### src/rtl/aes_pkg.sv
`default_nettype none
// ============================================================================
//  Module      : aes_pkg
//  Description : Shared types and constants for the AES block-load controller
//                (FSM state encoding, block geometry, block-type tags).
//  Revision    : 1.0 - initial release
// ============================================================================
package aes_pkg;

  // Controller states
  typedef enum logic [1:0] {
    IDLE      = 2'd0,
    COLLECT   = 2'd1,
    WAIT_DONE = 2'd2
  } state_t;

  // Block geometry: four 32-bit words make one 128-bit AES block
  localparam int         WORDS_PER_BLOCK = 4;
  localparam logic [1:0] LAST_IDX        = 2'(WORDS_PER_BLOCK - 1);

  // Block-type tag carried on cmd_key with the first word of a block
  localparam logic CMD_KEY  = 1'b1;
  localparam logic CMD_TEXT = 1'b0;

endpackage : aes_pkg
`default_nettype wire

### src/rtl/aes_word_collect.sv
`default_nettype none
// ============================================================================
//  Module      : aes_word_collect
//  Description : Assembles four 32-bit words into a 128-bit block, first word
//                in the most significant slot. Flags the cycle on which the
//                fourth word arrives and presents the complete block then.
//  Revision    : 1.0 - initial release
// ============================================================================
module aes_word_collect
  import aes_pkg::*;
(
  input  logic         clk,
  input  logic         rst,
  input  logic [31:0]  i_word_in,
  input  logic         i_word_valid_gated,
  input  logic         i_clear,
  output logic [127:0] o_block,
  output logic         o_last_word
);

  logic [1:0]   r_cnt;
  logic [127:0] r_block;
  logic [127:0] w_block;

  // Merge the incoming word into its slot so the whole block is visible on the 4th-word cycle
  always_comb begin
    w_block = r_block;
    if (i_word_valid_gated) begin
      case (r_cnt)
        2'd0: w_block[127:96] = i_word_in;
        2'd1: w_block[95:64]  = i_word_in;
        2'd2: w_block[63:32]  = i_word_in;
        2'd3: w_block[31:0]   = i_word_in;
        default: w_block = r_block;
      endcase
    end
  end

  assign o_block     = w_block;
  assign o_last_word = i_word_valid_gated && (r_cnt == LAST_IDX);

  // Word counter wraps to zero after the last word, so the next block starts fresh
  always_ff @(posedge clk) begin
    if (rst || i_clear) begin
      r_cnt   <= '0;
      r_block <= '0;
    end else if (i_word_valid_gated) begin
      r_cnt   <= r_cnt + 2'd1;
      r_block <= w_block;
    end
  end

endmodule : aes_word_collect
`default_nettype wire

### src/rtl/aes_load_ctrl.sv
`default_nettype none
// ============================================================================
//  Module      : aes_load_ctrl
//  Description : Sequencing controller between the 8-to-32 input port and an
//                AES-128 core. Gathers 128-bit blocks, loads keys, starts one
//                encryption per plaintext block, watches for core completion
//                or timeout, and flags host words dropped while busy.
//  Revision    : 1.0 - initial release
// ============================================================================
module aes_load_ctrl
  import aes_pkg::*;
#(
  parameter int TIMEOUT_CYCLES = 64
) (
  input  logic         clk,
  input  logic         rst,
  input  logic [31:0]  word_in,
  input  logic         word_valid,
  input  logic         cmd_key,
  output logic [127:0] key_out,
  output logic         key_load,
  output logic [127:0] text_out,
  output logic         core_start,
  input  logic         core_done,
  output logic         busy,
  output logic         err_nokey,
  output logic         err_timeout,
  output logic         overrun
);

  // Last counter value before the core is declared unresponsive
  localparam logic [15:0] c_tmo_last = 16'(TIMEOUT_CYCLES - 1);

  state_t         r_state;
  state_t         w_state_nxt;

  logic           r_blk_is_key;
  logic           r_key_valid;
  logic [15:0]    r_tmo_cnt;

  logic [127:0]   r_key_out;
  logic [127:0]   r_text_out;
  logic           r_key_load;
  logic           r_core_start;
  logic           r_busy;
  logic           r_err_nokey;
  logic           r_err_timeout;
  logic           r_overrun;

  logic           w_word_valid_gated;
  logic           w_clear;
  logic [127:0]   w_block;
  logic           w_last_word;

  logic           w_key_we;
  logic           w_text_we;
  logic           w_key_load_nxt;
  logic           w_core_start_nxt;
  logic           w_err_nokey_nxt;
  logic           w_err_timeout_nxt;
  logic           w_busy_nxt;
  logic           w_key_valid_nxt;
  logic           w_tmo_clr;
  logic           w_overrun_set;

  // Words arriving while the core is working are not assembled
  assign w_word_valid_gated = word_valid && (r_state != WAIT_DONE);
  assign w_clear            = (r_state == WAIT_DONE);

  aes_word_collect u_collect (
    .clk                (clk),
    .rst                (rst),
    .i_word_in          (word_in),
    .i_word_valid_gated (w_word_valid_gated),
    .i_clear            (w_clear),
    .o_block            (w_block),
    .o_last_word        (w_last_word)
  );

  // State register
  always_ff @(posedge clk) begin
    if (rst) begin
      r_state <= IDLE;
    end else begin
      r_state <= w_state_nxt;
    end
  end

  // Next-state decode and the next values of the pulse/status registers
  always_comb begin
    w_state_nxt       = r_state;
    w_key_we          = 1'b0;
    w_text_we         = 1'b0;
    w_key_load_nxt    = 1'b0;
    w_core_start_nxt  = 1'b0;
    w_err_nokey_nxt   = 1'b0;
    w_err_timeout_nxt = 1'b0;
    w_busy_nxt        = r_busy;
    w_key_valid_nxt   = r_key_valid;
    w_tmo_clr         = 1'b0;
    w_overrun_set     = 1'b0;

    case (r_state)
      IDLE: begin
        if (word_valid) begin
          w_state_nxt = COLLECT;
        end
      end

      COLLECT: begin
        if (w_last_word) begin
          if (r_blk_is_key == CMD_KEY) begin
            w_key_we        = 1'b1;
            w_key_load_nxt  = 1'b1;
            w_key_valid_nxt = 1'b1;
            w_state_nxt     = IDLE;
          end else if (r_key_valid) begin
            w_text_we        = 1'b1;
            w_core_start_nxt = 1'b1;
            w_busy_nxt       = 1'b1;
            w_tmo_clr        = 1'b1;
            w_state_nxt      = WAIT_DONE;
          end else begin
            // Plaintext with no key: discard the block, leave text_out alone
            w_err_nokey_nxt = 1'b1;
            w_state_nxt     = IDLE;
          end
        end
      end

      WAIT_DONE: begin
        // Any host word here is lost, even on the core_done cycle
        if (word_valid) begin
          w_overrun_set = 1'b1;
        end
        if (core_done) begin
          w_busy_nxt  = 1'b0;
          w_state_nxt = IDLE;
        end else if (r_tmo_cnt == c_tmo_last) begin
          w_err_timeout_nxt = 1'b1;
          w_busy_nxt        = 1'b0;
          w_state_nxt       = IDLE;
        end
      end

      default: begin
        w_state_nxt = IDLE;
      end
    endcase
  end

  // Block-type tag is taken only from the first word of a block
  always_ff @(posedge clk) begin
    if (rst) begin
      r_blk_is_key <= CMD_TEXT;
    end else if ((r_state == IDLE) && word_valid) begin
      r_blk_is_key <= cmd_key;
    end
  end

  // Timeout counter: zero on the first WAIT_DONE cycle, counts while waiting
  always_ff @(posedge clk) begin
    if (rst || w_tmo_clr) begin
      r_tmo_cnt <= '0;
    end else if (r_state == WAIT_DONE) begin
      r_tmo_cnt <= r_tmo_cnt + 16'd1;
    end
  end

  // Key/text holding registers, pulses, busy and the sticky overrun flag
  always_ff @(posedge clk) begin
    if (rst) begin
      r_key_out     <= '0;
      r_text_out    <= '0;
      r_key_valid   <= 1'b0;
      r_key_load    <= 1'b0;
      r_core_start  <= 1'b0;
      r_busy        <= 1'b0;
      r_err_nokey   <= 1'b0;
      r_err_timeout <= 1'b0;
      r_overrun     <= 1'b0;
    end else begin
      if (w_key_we) begin
        r_key_out <= w_block;
      end
      if (w_text_we) begin
        r_text_out <= w_block;
      end
      r_key_valid   <= w_key_valid_nxt;
      r_key_load    <= w_key_load_nxt;
      r_core_start  <= w_core_start_nxt;
      r_busy        <= w_busy_nxt;
      r_err_nokey   <= w_err_nokey_nxt;
      r_err_timeout <= w_err_timeout_nxt;
      if (w_overrun_set) begin
        r_overrun <= 1'b1;
      end
    end
  end

  assign key_out     = r_key_out;
  assign key_load    = r_key_load;
  assign text_out    = r_text_out;
  assign core_start  = r_core_start;
  assign busy        = r_busy;
  assign err_nokey   = r_err_nokey;
  assign err_timeout = r_err_timeout;
  assign overrun     = r_overrun;

endmodule : aes_load_ctrl
`default_nettype wire

### config.mk
export PLATFORM = sky130hd
export DESIGN_NAME = aes_load_ctrl
export DESIGN_NICKNAME = d
export VERILOG_FILES = /design/src/rtl/aes_pkg.sv /design/src/rtl/aes_word_collect.sv /design/src/rtl/aes_load_ctrl.sv
export SDC_FILE = /design/constraint.sdc
export NUM_CORES = 1
export LEC_CHECK = 0
export BUFFER_PORTS_ARGS = -buffer_cell sky130_fd_sc_hd__buf_4
export CAP_MARGIN = 20
export CELL_PAD_IN_SITES_DETAIL_PLACEMENT = 0
export CELL_PAD_IN_SITES_GLOBAL_PLACEMENT = 1
export CORE_MARGIN = 10
export CORE_UTILIZATION = 45
export DETAILED_ROUTE_END_ITERATION = 16
export PLACE_DENSITY_LB_ADDON = 0.1
export SKIP_LAST_GASP = 1
export SYNTH_ARGS = -nofsm -noshare
export SYNTH_HDL_FRONTEND = slang
export SYNTH_HIERARCHICAL = 1
export SYNTH_SLANG_ARGS = --single-unit
### constraint.sdc
create_clock -name clk -period 6.9 [get_ports clk]
set_clock_uncertainty 0.1 [all_clocks]
set_input_delay 1.38 -clock clk [delete_from_list [all_inputs] [get_ports clk]]
set_output_delay 1.38 -clock clk [all_outputs]
set_load 0.005 [all_outputs]
==> results by group <==
Final layout
  • Area occupied by multi-input gates: between 0.006 and 0.007 sq mm
  • Layout cells sized above 1: ~28%
  • Fill cell count: approximately 3200
  • Final Net Count: approximately 2000
  • Syn-to-layout area delta: 21.98%
  • Final core utilization: 56.02%
  • Register area: between 0.008 and 0.009 sq mm
  • ANT cells: 0

Clocking
  • H-tree Lvls: 2
  • Hold-fix buffer count after cts: 0
  • CTS tree: built
  • Clk slew on worst S/H paths: around 0.060 ns
  • # Post-CTS Setup Buffers: 0
  • CTS max path bufs: 3
  • Skew-Pair Late Insertion Delay: ~0.55 ns
  • CTS sink cnt: around 410
  • Clk root buf: clkbuf_16
  • # resized after CTS: 0
  • TritonCTS buffer count: between 40 and 50

Synth
  • Yosys top cell by area: dfxtp_1
  • Avg Inst Size Synth: approximately 9.4 sq um
  • Sequential element share of the synthesized area: between 50 and 60%
  • Syn Nets: between 1500 and 2000
  • Synth top area cells: dfxtp_1, nand2_1, a22o_1, a21oi_2, a21oi_1
  • Cells after synthesis: roughly 1700
  • Yosys top cell area share: just over 50%
  • Yosys reg bits: ~400
  • Ys flop type: dfxtp_1
  • Async SR Flop Fraction: 0%
  • Synth cell types: between 40 and 50
  • Synthesized cell area: ~0.016 sq mm
  • YS warnings: 6
  • Post-synth EDFFs: 0

Timing
  • Slew @ Worst Pin: around 1.1 ns
  • Max-slew violation count: 0
  • Final Cycle Share: 54.93%
  • RSZ-0062 raised after global routing: false
  • Fin. Hold Viols: 0
  • Setup violators final: 0
  • Sum of negative setup slack: 0 ns
  • Slew margin rel.: about 28%
  • Min Tclk post-route: approximately 3.8 ns
  • Max Clk Rate: between 200 and 300 MHz

Setup path
  • CP Depth: 8
  • CP Class: in -> reg
  • CP Launch Type: input pin
  • Slowest CP cell: and2_4
  • WP buf/inv: 3
  • Cell Chain, Critical Path: buf_4, and2_4, nand2_1, inv_1, nand3_4, buf_4, nand2_1, a21oi_1
  • Setup crit end kind: flop
  • Critical path fanouts, max: slightly above 80
  • CP max stage delay: 0.64 ns
  • Top Family by Delay on Critical Path: simple AND/OR/NAND/NOR gates
  • FF-to-FF path depth: 8
  • Worst Path Arrival: just over 4 ns
  • Worst R2R Setup Slack: 3.22 ns
  • CP Data Required Time: around 7.2 ns

Pwr
  • Static Leakage: between 0.008 and 0.009 uW
  • Max IR drop VDD: 179.6 uV
  • Power per cell area: about 250 mW/mm^2

Route
  • TritonRoute pass-1 iters: 5
  • Starting DRC count in detailed routing: 855
  • Antenna Nets Post-Route: 0
  • Drt via density: roughly 5.4
  • Avg WL per Cell: approximately 21 microns
  • DRT Wirelength: between 50000 and 60000 microns
  • Drt drc: 0
  • Routed via count: around 13000

Hold path
  • Min-Delay Path Class: reg -> reg
  • Hold Path Depth: 2

Outcome
  • Status: completed

Place
  • IO buf count: 298
  • Gpl congestion: approximately 0.79
  • HPWL after DPL: approximately 33000 microns

Global routing
  • Initial antenna violation count: 0
  • Aggregate global-route resource usage: between 20 and 25%
  • First-pass GRT wire length: roughly 77000 microns
  • Grt ovf: 0
  • Vias in the first global route: about 12000
  • Pin count of the biggest net entering global routing: 96

Die
  • Die height: 208.4 microns
  • Core area: 0.03480 sq mm
  • Die X: approximately 210 microns
  • I/O Pins: approximately 300
  • Num rows: slightly below 70
  • Die area: between 0.04 and 0.05 sq mm
  • Starting Density: ~46%

Job
  • Max-Cap Viols: 0
## flip-flops by register name, summed over array words and instances (netlist names), 2 cells and up
| register | cells |
|---|---|
| r_state | 2 |
| key_out | 128 |
| u_collect/r_block | 128 |
| r_tmo_cnt | 16 |
| text_out | 128 |
| u_collect/r_cnt | 2 |
## tightest hold or removal path, cell delays in order, from the launching register on
cell and delay (ns):
dfxtp_1 0.31, nand2_1 0.05, a21oi_1 0.05
## layer usage
layer | GRT usage [%] | routed length, microns | share of wire, %
met1 | 31.03 | 23910 | 48
met2 | 33.15 | 22370 | 45
met3 | 4.433 | 2942 | 5.9
met4 | 5.778 | 993 | 2.0
met5 | 0 | 0 | 0
## placed cells by master, fill, tap and decap left out, types with 15 or more instances in the layout
cell type / instances
a22o_1: 128
a21bo_1: 80
a21bo_2: 48
a21oi_1: 161
nand3_1: 131
clkbuf_1: 15
nand2_1: 399
a21oi_2: 100
buf_4: 314
nor2_1: 20
clkbuf_16: 45
dfxtp_1: 412
## cell usage after synthesis, drive strengths merged, types with 2 or more instances
master / n
nor2: 20
nor4b: 2
buf: 94
nand4: 2
ha: 6
nor3: 3
o211ai: 2
a21bo: 128
nand4b: 2
o31ai: 2
nand2: 399
nand3b: 2
a22o: 128
and2: 2
xor2: 6
dfxtp: 412
o21ai: 4
and3: 3
nand3: 132
a21oi: 261
xnor2: 6
nor3b: 2
clkbuf: 53
nor4: 4
nand2b: 6
inv: 7
## through the flow
| step | cells | setup slack, ns | hold WS (ns) | area (sq um) | total power (uW) |
|---|---|---|---|---|---|
| after global routing | 2401 | 2.899 | 0.3731 | 19490 | 5114 |
| after global placement | 2323 | 2.664 | 0.3425 | 18130 | 2788 |
| after floorplan | 1701 | 3.769 | 0.3527 | 15980 | 2695 |
| after CTS | 2399 | 3.174 | 0.3547 | 19440 | 4981 |
| final | 2401 | 3.110 | 0.3551 | 19490 | 4946 |
| after detailed placement | 2323 | 2.598 | 0.3466 | 18130 | 2792 |
## path summary, 6_finish.rpt
kind / from / to
hold reg to reg: key_out[5]$_SDFFE_PP0P_ / key_out[5]$_SDFFE_PP0P_
setup reg to reg: r_state[0]$_SDFFE_PP0P_ / key_out[120]$_SDFFE_PP0P_
setup / recovery: word_valid / key_out[120]$_SDFFE_PP0P_
hold / removal: key_out[5]$_SDFFE_PP0P_ / key_out[5]$_SDFFE_PP0P_
## logic make-up (layout without fill, tap and decap cells)
family / count (synthesis) / count (layout) / share of synthesized area, %
fa+ha+maj: 6 / 6 / 0.4698
mux: 1 / 1 / 0.06264
simple gates: 585 / 585 / 15.52
flops: 412 / 412 / 51.61
compound gates: 531 / 531 / 26.29
buf+inv: 154 / 399 / 5.387
xor+xnor: 12 / 12 / 0.6577
## layout make-up
| class | instances | share of cell area, % |
|---|---|---|
| Timing Repair Buffer | 316 | 12.34 |
| Multi-Input combinational cell | 1135 | 35.54 |
| Inverter | 7 | 0.1348 |
| Clock buffer | 65 | 6.419 |
| Clock inverter | 11 | 0.3402 |
| Sequential cell | 412 | 42.31 |
| Tap cell | 455 | 2.921 |
## power breakdown
group          total (uW)  switching, uW  internal [uW]
registers            2420           8.56           2410
clock network        2200            945           1250
logic                 329            238           90.7
Power figures use the tool's default switching activity.
